$ cat config.mk
export PLATFORM = sky130hd
export DESIGN_NAME = pot_adc_sampler_flat
export DESIGN_NICKNAME = d
export VERILOG_FILES = /design/src/rtl/pot_adc_pkg.sv /design/src/rtl/pot_adc_sampler_if.sv /design/src/rtl/pot_adc_sampler_xfer.sv /design/src/rtl/pot_adc_sampler.sv /design/src/flat_wrapper.sv
export SDC_FILE = /design/constraint.sdc
export NUM_CORES = 1
export LEC_CHECK = 0
export BUFFER_PORTS_ARGS = -buffer_cell sky130_fd_sc_hd__buf_2
export CAP_MARGIN = 25
export CORE_ASPECT_RATIO = 1.5
export CORE_MARGIN = 5
export CORE_UTILIZATION = 40
export CTS_CLUSTER_DIAMETER = 30
export CTS_CLUSTER_SIZE = 20
export DETAILED_ROUTE_END_ITERATION = 10
export GPL_TIMING_DRIVEN = 0
export MAX_ROUTING_LAYER = met4
export PLACE_DENSITY_LB_ADDON = 0.3
export SLEW_MARGIN = 20
export SYNTH_ARGS = -nofsm -noshare
export SYNTH_HDL_FRONTEND = slang
export SYNTH_SLANG_ARGS = --single-unit
$ cat constraint.sdc
create_clock -name clk -period 13.3 [get_ports clk]
set_input_delay 0.665 -clock clk [delete_from_list [all_inputs] [get_ports clk]]
set_output_delay 0.665 -clock clk [all_outputs]
set_load 0.02 [all_outputs]
$ cat src/rtl/pot_adc_pkg.sv
// pot_adc_pkg: shared constants, FSM state type and helpers for the pot ADC sampler
package pot_adc_pkg;
  localparam int ADC_BITS = 10;
  localparam int FRAME_BITS = 17;
  localparam int MISO_FIRST = 7;
  localparam int MOSI_CMD_BITS = 5;
  // half-period index of the last SCLK high phase, and of the final CS-hold phase
  localparam int LAST_HALF = 2 * FRAME_BITS;
  localparam int END_HALF = LAST_HALF + 2;
  typedef enum logic [2:0] {IDLE, CS_SETUP, SHIFT, CS_HOLD, ACCUM} state_t;
  function automatic logic [ADC_BITS-1:0] abs_diff(input logic [ADC_BITS-1:0] a, input logic [ADC_BITS-1:0] b);
    return a > b ? a - b : b - a;
  endfunction
endpackage

$ cat src/rtl/pot_adc_sampler_if.sv
// pot_adc_sampler_if: SPI pins and filtered-output bundle of the pot ADC sampler
interface pot_adc_sampler_if;
  import pot_adc_pkg::*;
  logic adc_miso;
  logic adc_sclk;
  logic adc_mosi;
  logic adc_cs_n;
  logic [ADC_BITS-1:0] adc_out;
  logic adc_valid;
  logic busy;
  modport master (input adc_miso, output adc_sclk, adc_mosi, adc_cs_n, adc_out, adc_valid, busy);
  modport slave (output adc_miso, input adc_sclk, adc_mosi, adc_cs_n, adc_out, adc_valid, busy);
endinterface

$ cat src/rtl/pot_adc_sampler_xfer.sv
// spi_adc_xfer: one MCP3008-style SPI frame (SCLK divider, half-period counter, shift register)
module spi_adc_xfer
  import pot_adc_pkg::*;
#(
  parameter int CLK_DIV = 25
) (
  input  logic                clk,
  input  logic                reset,
  input  logic                start,
  input  logic [2:0]          channel,
  input  logic                miso,
  output logic                sclk,
  output logic                mosi,
  output logic                cs_n,
  output logic                half_end,
  output logic [5:0]          half,
  output logic                done,
  output logic [ADC_BITS-1:0] sample
);
  localparam int DW = $clog2(CLK_DIV);
  logic active_q, active_d;
  logic [DW-1:0] div_q, div_d;
  logic [5:0] half_q, half_d, k;
  logic [ADC_BITS-1:0] sr_q, sr_d;
  logic [7:0] cmd;
  // half 0 is CS setup, 1..34 alternate SCLK low/high for k=0..16, 35..36 hold CS low
  always_comb begin
    half_end = active_q && div_q == DW'(CLK_DIV - 1);
    done = half_end && half_q == 6'(END_HALF);
    k = half_q == 6'd0 ? 6'd0 : (half_q - 6'd1) >> 1;
    cmd = {3'b000, channel[0], channel[1], channel[2], 2'b11};
    sclk = active_q && !half_q[0] && half_q >= 6'd2 && half_q <= 6'(LAST_HALF);
    mosi = active_q && k < 6'(MOSI_CMD_BITS) && cmd[k[2:0]];
    cs_n = !active_q;
    active_d = start || (active_q && !done);
    div_d = start || half_end ? '0 : active_q ? div_q + DW'(1) : div_q;
    half_d = start ? '0 : half_end ? half_q + 6'd1 : half_q;
    sr_d = sclk && div_q == '0 && half_q >= 6'(2 * (MISO_FIRST + 1)) ? {sr_q[ADC_BITS-2:0], miso} : sr_q;
  end
  always_ff @(posedge clk) begin
    if (reset) begin
      active_q <= 1'b0;
      div_q <= '0;
      half_q <= '0;
      sr_q <= '0;
    end else begin
      active_q <= active_d;
      div_q <= div_d;
      half_q <= half_d;
      sr_q <= sr_d;
    end
  end
  assign half = half_q;
  assign sample = sr_q;
endmodule

$ cat src/rtl/pot_adc_sampler.sv
// pot_adc_sampler: periodic pot ADC conversions, group averaging and hysteresis before publishing adc_out
module pot_adc_sampler
  import pot_adc_pkg::*;
#(
  parameter int CLK_DIV = 25,
  parameter int SAMPLE_PERIOD = 50000,
  parameter int CHANNEL = 0,
  parameter int AVG_LOG2 = 3,
  parameter int HYST = 2
) (
  input logic clk,
  input logic reset,
  pot_adc_sampler_if.master bus
);
  localparam int TW = $clog2(SAMPLE_PERIOD);
  localparam int AW = ADC_BITS + AVG_LOG2;
  state_t state_q, state_d;
  logic [TW-1:0] timer_q, timer_d;
  logic [AW-1:0] acc_q, acc_d, sum;
  logic [AVG_LOG2-1:0] n_q, n_d;
  logic [ADC_BITS-1:0] out_q, out_d, avg, sample;
  logic valid_q, valid_d, first_q, first_d;
  logic start, half_end, done, last, upd;
  logic [5:0] half;
  spi_adc_xfer #(.CLK_DIV(CLK_DIV)) u_xfer (
    .clk(clk),
    .reset(reset),
    .start(start),
    .channel(3'(CHANNEL)),
    .miso(bus.adc_miso),
    .sclk(bus.adc_sclk),
    .mosi(bus.adc_mosi),
    .cs_n(bus.adc_cs_n),
    .half_end(half_end),
    .half(half),
    .done(done),
    .sample(sample)
  );
  always_comb begin
    timer_d = timer_q == TW'(SAMPLE_PERIOD - 1) ? '0 : timer_q + TW'(1);
    start = state_q == IDLE && timer_q == TW'(SAMPLE_PERIOD - 1);
    sum = acc_q + AW'(sample);
    avg = sum[AW-1:AVG_LOG2];
    last = n_q == '1;
    // endpoints bypass the dead band so 0 and full scale stay reachable
    upd = !first_q || abs_diff(avg, out_q) > ADC_BITS'(HYST) || ((avg == '0 || avg == '1) && avg != out_q);
    state_d = state_q;
    acc_d = acc_q;
    n_d = n_q;
    out_d = out_q;
    valid_d = 1'b0;
    first_d = first_q;
    case (state_q)
      IDLE:     state_d = start ? CS_SETUP : IDLE;
      CS_SETUP: state_d = half_end ? SHIFT : CS_SETUP;
      SHIFT:    state_d = half_end && half == 6'(LAST_HALF) ? CS_HOLD : SHIFT;
      CS_HOLD:  state_d = done ? ACCUM : CS_HOLD;
      default: begin
        state_d = IDLE;
        acc_d = last ? '0 : sum;
        n_d = n_q + AVG_LOG2'(1);
        out_d = last && upd ? avg : out_q;
        valid_d = last && upd;
        first_d = first_q || (last && upd);
      end
    endcase
  end
  always_ff @(posedge clk) begin
    if (reset) begin
      state_q <= IDLE;
      timer_q <= '0;
      acc_q <= '0;
      n_q <= '0;
      out_q <= '0;
      valid_q <= 1'b0;
      first_q <= 1'b0;
    end else begin
      state_q <= state_d;
      timer_q <= timer_d;
      acc_q <= acc_d;
      n_q <= n_d;
      out_q <= out_d;
      valid_q <= valid_d;
      first_q <= first_d;
    end
  end
  assign bus.adc_out = out_q;
  assign bus.adc_valid = valid_q;
  assign bus.busy = state_q == CS_SETUP || state_q == SHIFT || state_q == CS_HOLD;
endmodule

$ cat src/flat_wrapper.sv
// flat-port wrapper written by rule: the top's interface ports become plain ports
module pot_adc_sampler_flat import pot_adc_pkg::*;
#(
  parameter int CLK_DIV = 25,
  parameter int SAMPLE_PERIOD = 50000,
  parameter int CHANNEL = 0,
  parameter int AVG_LOG2 = 3,
  parameter int HYST = 2
)
  (clk, reset, bus_adc_miso, bus_adc_sclk, bus_adc_mosi, bus_adc_cs_n, bus_adc_out, bus_adc_valid, bus_busy);
  pot_adc_sampler_if bus_i ();
  input logic clk;
  input logic reset;
  input wire logic [$bits(bus_i.adc_miso)-1:0] bus_adc_miso;
  output wire logic [$bits(bus_i.adc_sclk)-1:0] bus_adc_sclk;
  output wire logic [$bits(bus_i.adc_mosi)-1:0] bus_adc_mosi;
  output wire logic [$bits(bus_i.adc_cs_n)-1:0] bus_adc_cs_n;
  output wire logic [$bits(bus_i.adc_out)-1:0] bus_adc_out;
  output wire logic [$bits(bus_i.adc_valid)-1:0] bus_adc_valid;
  output wire logic [$bits(bus_i.busy)-1:0] bus_busy;
  assign bus_i.adc_miso = bus_adc_miso;
  assign bus_adc_sclk = bus_i.adc_sclk;
  assign bus_adc_mosi = bus_i.adc_mosi;
  assign bus_adc_cs_n = bus_i.adc_cs_n;
  assign bus_adc_out = bus_i.adc_out;
  assign bus_adc_valid = bus_i.adc_valid;
  assign bus_busy = bus_i.busy;
  pot_adc_sampler #(.CLK_DIV(CLK_DIV), .SAMPLE_PERIOD(SAMPLE_PERIOD), .CHANNEL(CHANNEL), .AVG_LOG2(AVG_LOG2), .HYST(HYST)) u_core (.clk(clk), .reset(reset), .bus(bus_i));
endmodule
==> results.md <==
- Status: finished clean
- Number of synthesized flops with an enable pin: 0
- Reg power frac: roughly 45%
- Yosys warns: 0
- Final ANT Viol Nets: 0
- Wire per inst: ~15 um
- WL final: 10970 um
- CTS resizes: 0
- Final hold slack: 446.5 ps
- Setup crit start kind: register
- Setup ws final: 8082 ps
- Clk buf depth: 2
- Sw frac: about a fifth
- Clock power frac: 53.5%
- Port bufs: 16
- Via density: 5.377
- RePlAce Congestion: 0.8462
- Hold depth: 1
- DR vias: around 4000
- #FFs+latches synth: 69
- CTS HTree Levels: 3
- P_sw: roughly 0.096 mW
- Synth Cell Area: 4726 um2
- Drt first pass iters: 4
- Die area: 14130 um2
- DRC viols: 0
- Global-route wire length before repair: roughly 18000 um
- RSZ-0062 raised after global routing: false
- Crit path depth: 18
- Max Cap Viol: 0
- Fin. max-slew vios: 0
- Crit-path max FO: 10
- Fmax: 191.7 MHz
- Slew HR: 51.55%
- Slew @ Worst Pin: 726.7 ps
- Register area share after synthesis: 29.23%
- Power Dens Cells: 86.66 nW/um2
- Post-DP HPWL: 8706 um
- Clock transition at the registers of the reported paths: 60 ps
- Ant. Diodes: 0
- Layout cells sized above 1: 11.00%
- Number of global-route vias before repair: 3952
- CTS Sinks: 69
- Worst r2r path cells: 18
- CTS tree: done
- Critical path class: register to register
- Initial Util: 40.98%
- VDD IR-drop max: 0.09047 mV
- Area growth from synthesis to final layout: 12.26%
- Sequential cell area: 1381 um2
- Ys async rst share: 0%
- Worst Hold Class: register to register
- Post-synthesis instance total: 568
- Initial antenna violation count: 0
- Area of the multi-input gates: 3102 um2
- Gr ovfl total: 0
- Width of the die: 98.75 um
- Post-synth cell types: 75
- Net count, final: about 640
- TNS Setup: 0 ps
- Number of CTS-inserted buffers: 9
- I/O Pins: 18
- Worst path most repeated cell: ha_1
- Critical Path Slowest Stage Cell: or4_1
- Crit path cell chain: ha_1 -> fa_1 -> a21o_1 -> a221o_1 -> o41ai_4 -> xor2_2 -> inv_2 -> ha_1 -> buf_2 -> nor2b_1 -> a21oi_1 -> o2111ai_1 -> a2111oi_2 -> o211ai_1 -> a2111oi_4 -> nor3_4 -> or4_1 -> o31ai_1
- Initial DRC count: roughly 130
- Top_reg_cell synth: dfxtp_1
- Pre-CTS setup slack: about 8100 ps
- Setup-failing EPs final: 0
- Fin crit share: 39.23%
- Leakage: 2.196 nW
- Tot GR Track Use: 16.36%
- Post-cts hold buffer count: 0
- Final Hold Fails: 0
- Comb pwr share: 1.3%
- Syn_area_per_cell: 8.320 um2
- Mapped Nets: 612
- Tmin final: 5218 ps
- Slowest cell delay on critical path: ~480 ps
- Vert. Die Dim: 143.1 um
- CP top delay family: compound AO/OA/AOI/OAI gates
- # fillers: 1157
- Critical path arrival: between 5000 and 6000 ps
- Power Total: 0.4597 mW
- Data required, critical path: between 10000 and 15000 ps
- Post CTS Setup Buffer Count: 0
- Pin count of the biggest net entering global routing: 13
- P_int: 0.3641 mW
- Worst setup EP type: register
- Clk_lat worst skew: approximately 340 ps
- Rows: between 40 and 50
- Clock Skews: 4.764 ps
- Core area: 11530 um2
- CP bufs+invs: 2
- Root Buffer: clkbuf_16
metal layers:
| metal | vias up | wire length (um) | GRT usage (%) |
|---|---|---|---|
| li1 | 2057 | - | - |
| met1 | 1902 | 4498 | 16.32 |
| met2 | 50 | 5941 | 30.91 |
| met3 | 24 | 225 | 2.737 |
| met4 | 0 | 307 | 6.978 |
| met5 | - | 0 | - |
cell type report:
| cell class | instances | area share [%] |
|---|---|---|
| Buffer | 24 | 2.170 |
| Multi-Input combinational cell | 441 | 58.47 |
| Inverter | 34 | 2.406 |
| Clock inverter | 5 | 1.108 |
| Sequential cell | 69 | 26.04 |
| Clock buffer | 11 | 4.764 |
| Tap cell | 150 | 3.538 |
| Timing Repair Buffer | 16 | 1.509 |
cells in the mapped netlist (8+ instances only):
| master | number | area [um2] |
|---|---|---|
| nor3_1 | 12 | 60.06 |
| dfxtp_1 | 69 | 1381 |
| clkbuf_1 | 13 | 48.80 |
| inv_1 | 32 | 120.1 |
| xor2_1 | 17 | 148.9 |
| ha_1 | 38 | 475.5 |
| buf_2 | 8 | 40.04 |
| nand2_1 | 17 | 63.81 |
| nor2_1 | 87 | 326.6 |
| nand4_1 | 8 | 50.05 |
| mux2i_1 | 18 | 180.2 |
| nor2b_1 | 23 | 143.9 |
| nand3_1 | 23 | 115.1 |
| a21oi_1 | 40 | 200.2 |
| and3_1 | 9 | 56.30 |
| o21ai_0 | 18 | 90.09 |
| xnor2_1 | 19 | 166.4 |
final timing paths:
path                      startpoint                     to  slack, ps
max reg2reg  u_core.u_xfer.sample[0]  u_core.bus.adc_out[5]       8080
min                u_core.timer_q[0]      u_core.timer_q[0]        450
min reg2reg        u_core.timer_q[0]      u_core.timer_q[0]        450
max          u_core.u_xfer.sample[0]  u_core.bus.adc_out[5]       8080
power groups by stage:
stage / logic, mW / registers, mW / clock network (mW)
final: 0.00582 / 0.208 / 0.246
after global routing: 0.00669 / 0.208 / 0.260
after CTS: 0.00595 / 0.208 / 0.250
after detailed placement: 0.00591 / 0.212 / 0
after global placement: 0.00589 / 0.212 / 0
after floorplan: 0.00405 / 0.212 / 0
cells by family (layout without fill, tap and decap cells):
| group | Yosys count | count (layout) | share of synthesized area, % |
|---|---|---|---|
| fa+ha+maj | 41 | 41 | 11.33 |
| xor+xnor | 37 | 37 | 7.016 |
| compound gates | 119 | 119 | 18.45 |
| simple gates | 224 | 224 | 24.54 |
| flops | 69 | 69 | 29.23 |
| buf+inv | 58 | 90 | 5.137 |
| mux | 20 | 20 | 4.289 |
per-stage QoR:
step / instances / utilization (%) / instance area (um2)
floorplan: 568 / - / 4726
global placement: 734 / 43.31 / 4994
detailed placement: 734 / 43.31 / 4994
CTS: 750 / 46.01 / 5305
global route: 750 / 46.01 / 5305
finish: 750 / 46.01 / 5305
cell usage in the layout, fill, tap and decap left out, types with 8 or more instances in the layout:
| master | synthesis | layout |
|---|---|---|
| nor3_1 | 12 | 12 |
| dfxtp_1 | 69 | 69 |
| nand2_1 | 17 | 17 |
| xnor2_1 | 19 | 19 |
| nor2_1 | 87 | 87 |
| inv_1 | 32 | 32 |
| nand3_1 | 23 | 23 |
| and3_1 | 9 | 9 |
| mux2i_1 | 18 | 18 |
| nand4_1 | 8 | 8 |
| nor2b_1 | 23 | 23 |
| buf_2 | 8 | 24 |
| ha_1 | 38 | 38 |
| a21oi_1 | 40 | 40 |
| clkbuf_16 | 0 | 9 |
| xor2_1 | 17 | 17 |
| o21ai_0 | 18 | 18 |
| clkbuf_1 | 13 | 13 |
state kept, by name, summed over array words and instances, names as in the netlist:
register,cells
u_core.u_xfer.half,6
u_core.bus.adc_out,10
u_core.first_q,1
u_core.u_xfer.sample,10
u_core.timer_q,16
u_core.bus.adc_valid,1
u_core.u_xfer.div_q,5
u_core.state_q,3
u_core.n_q,3
u_core.acc_q,13
u_core.u_xfer.active_q,1
(Power assumes the default switching activity.)
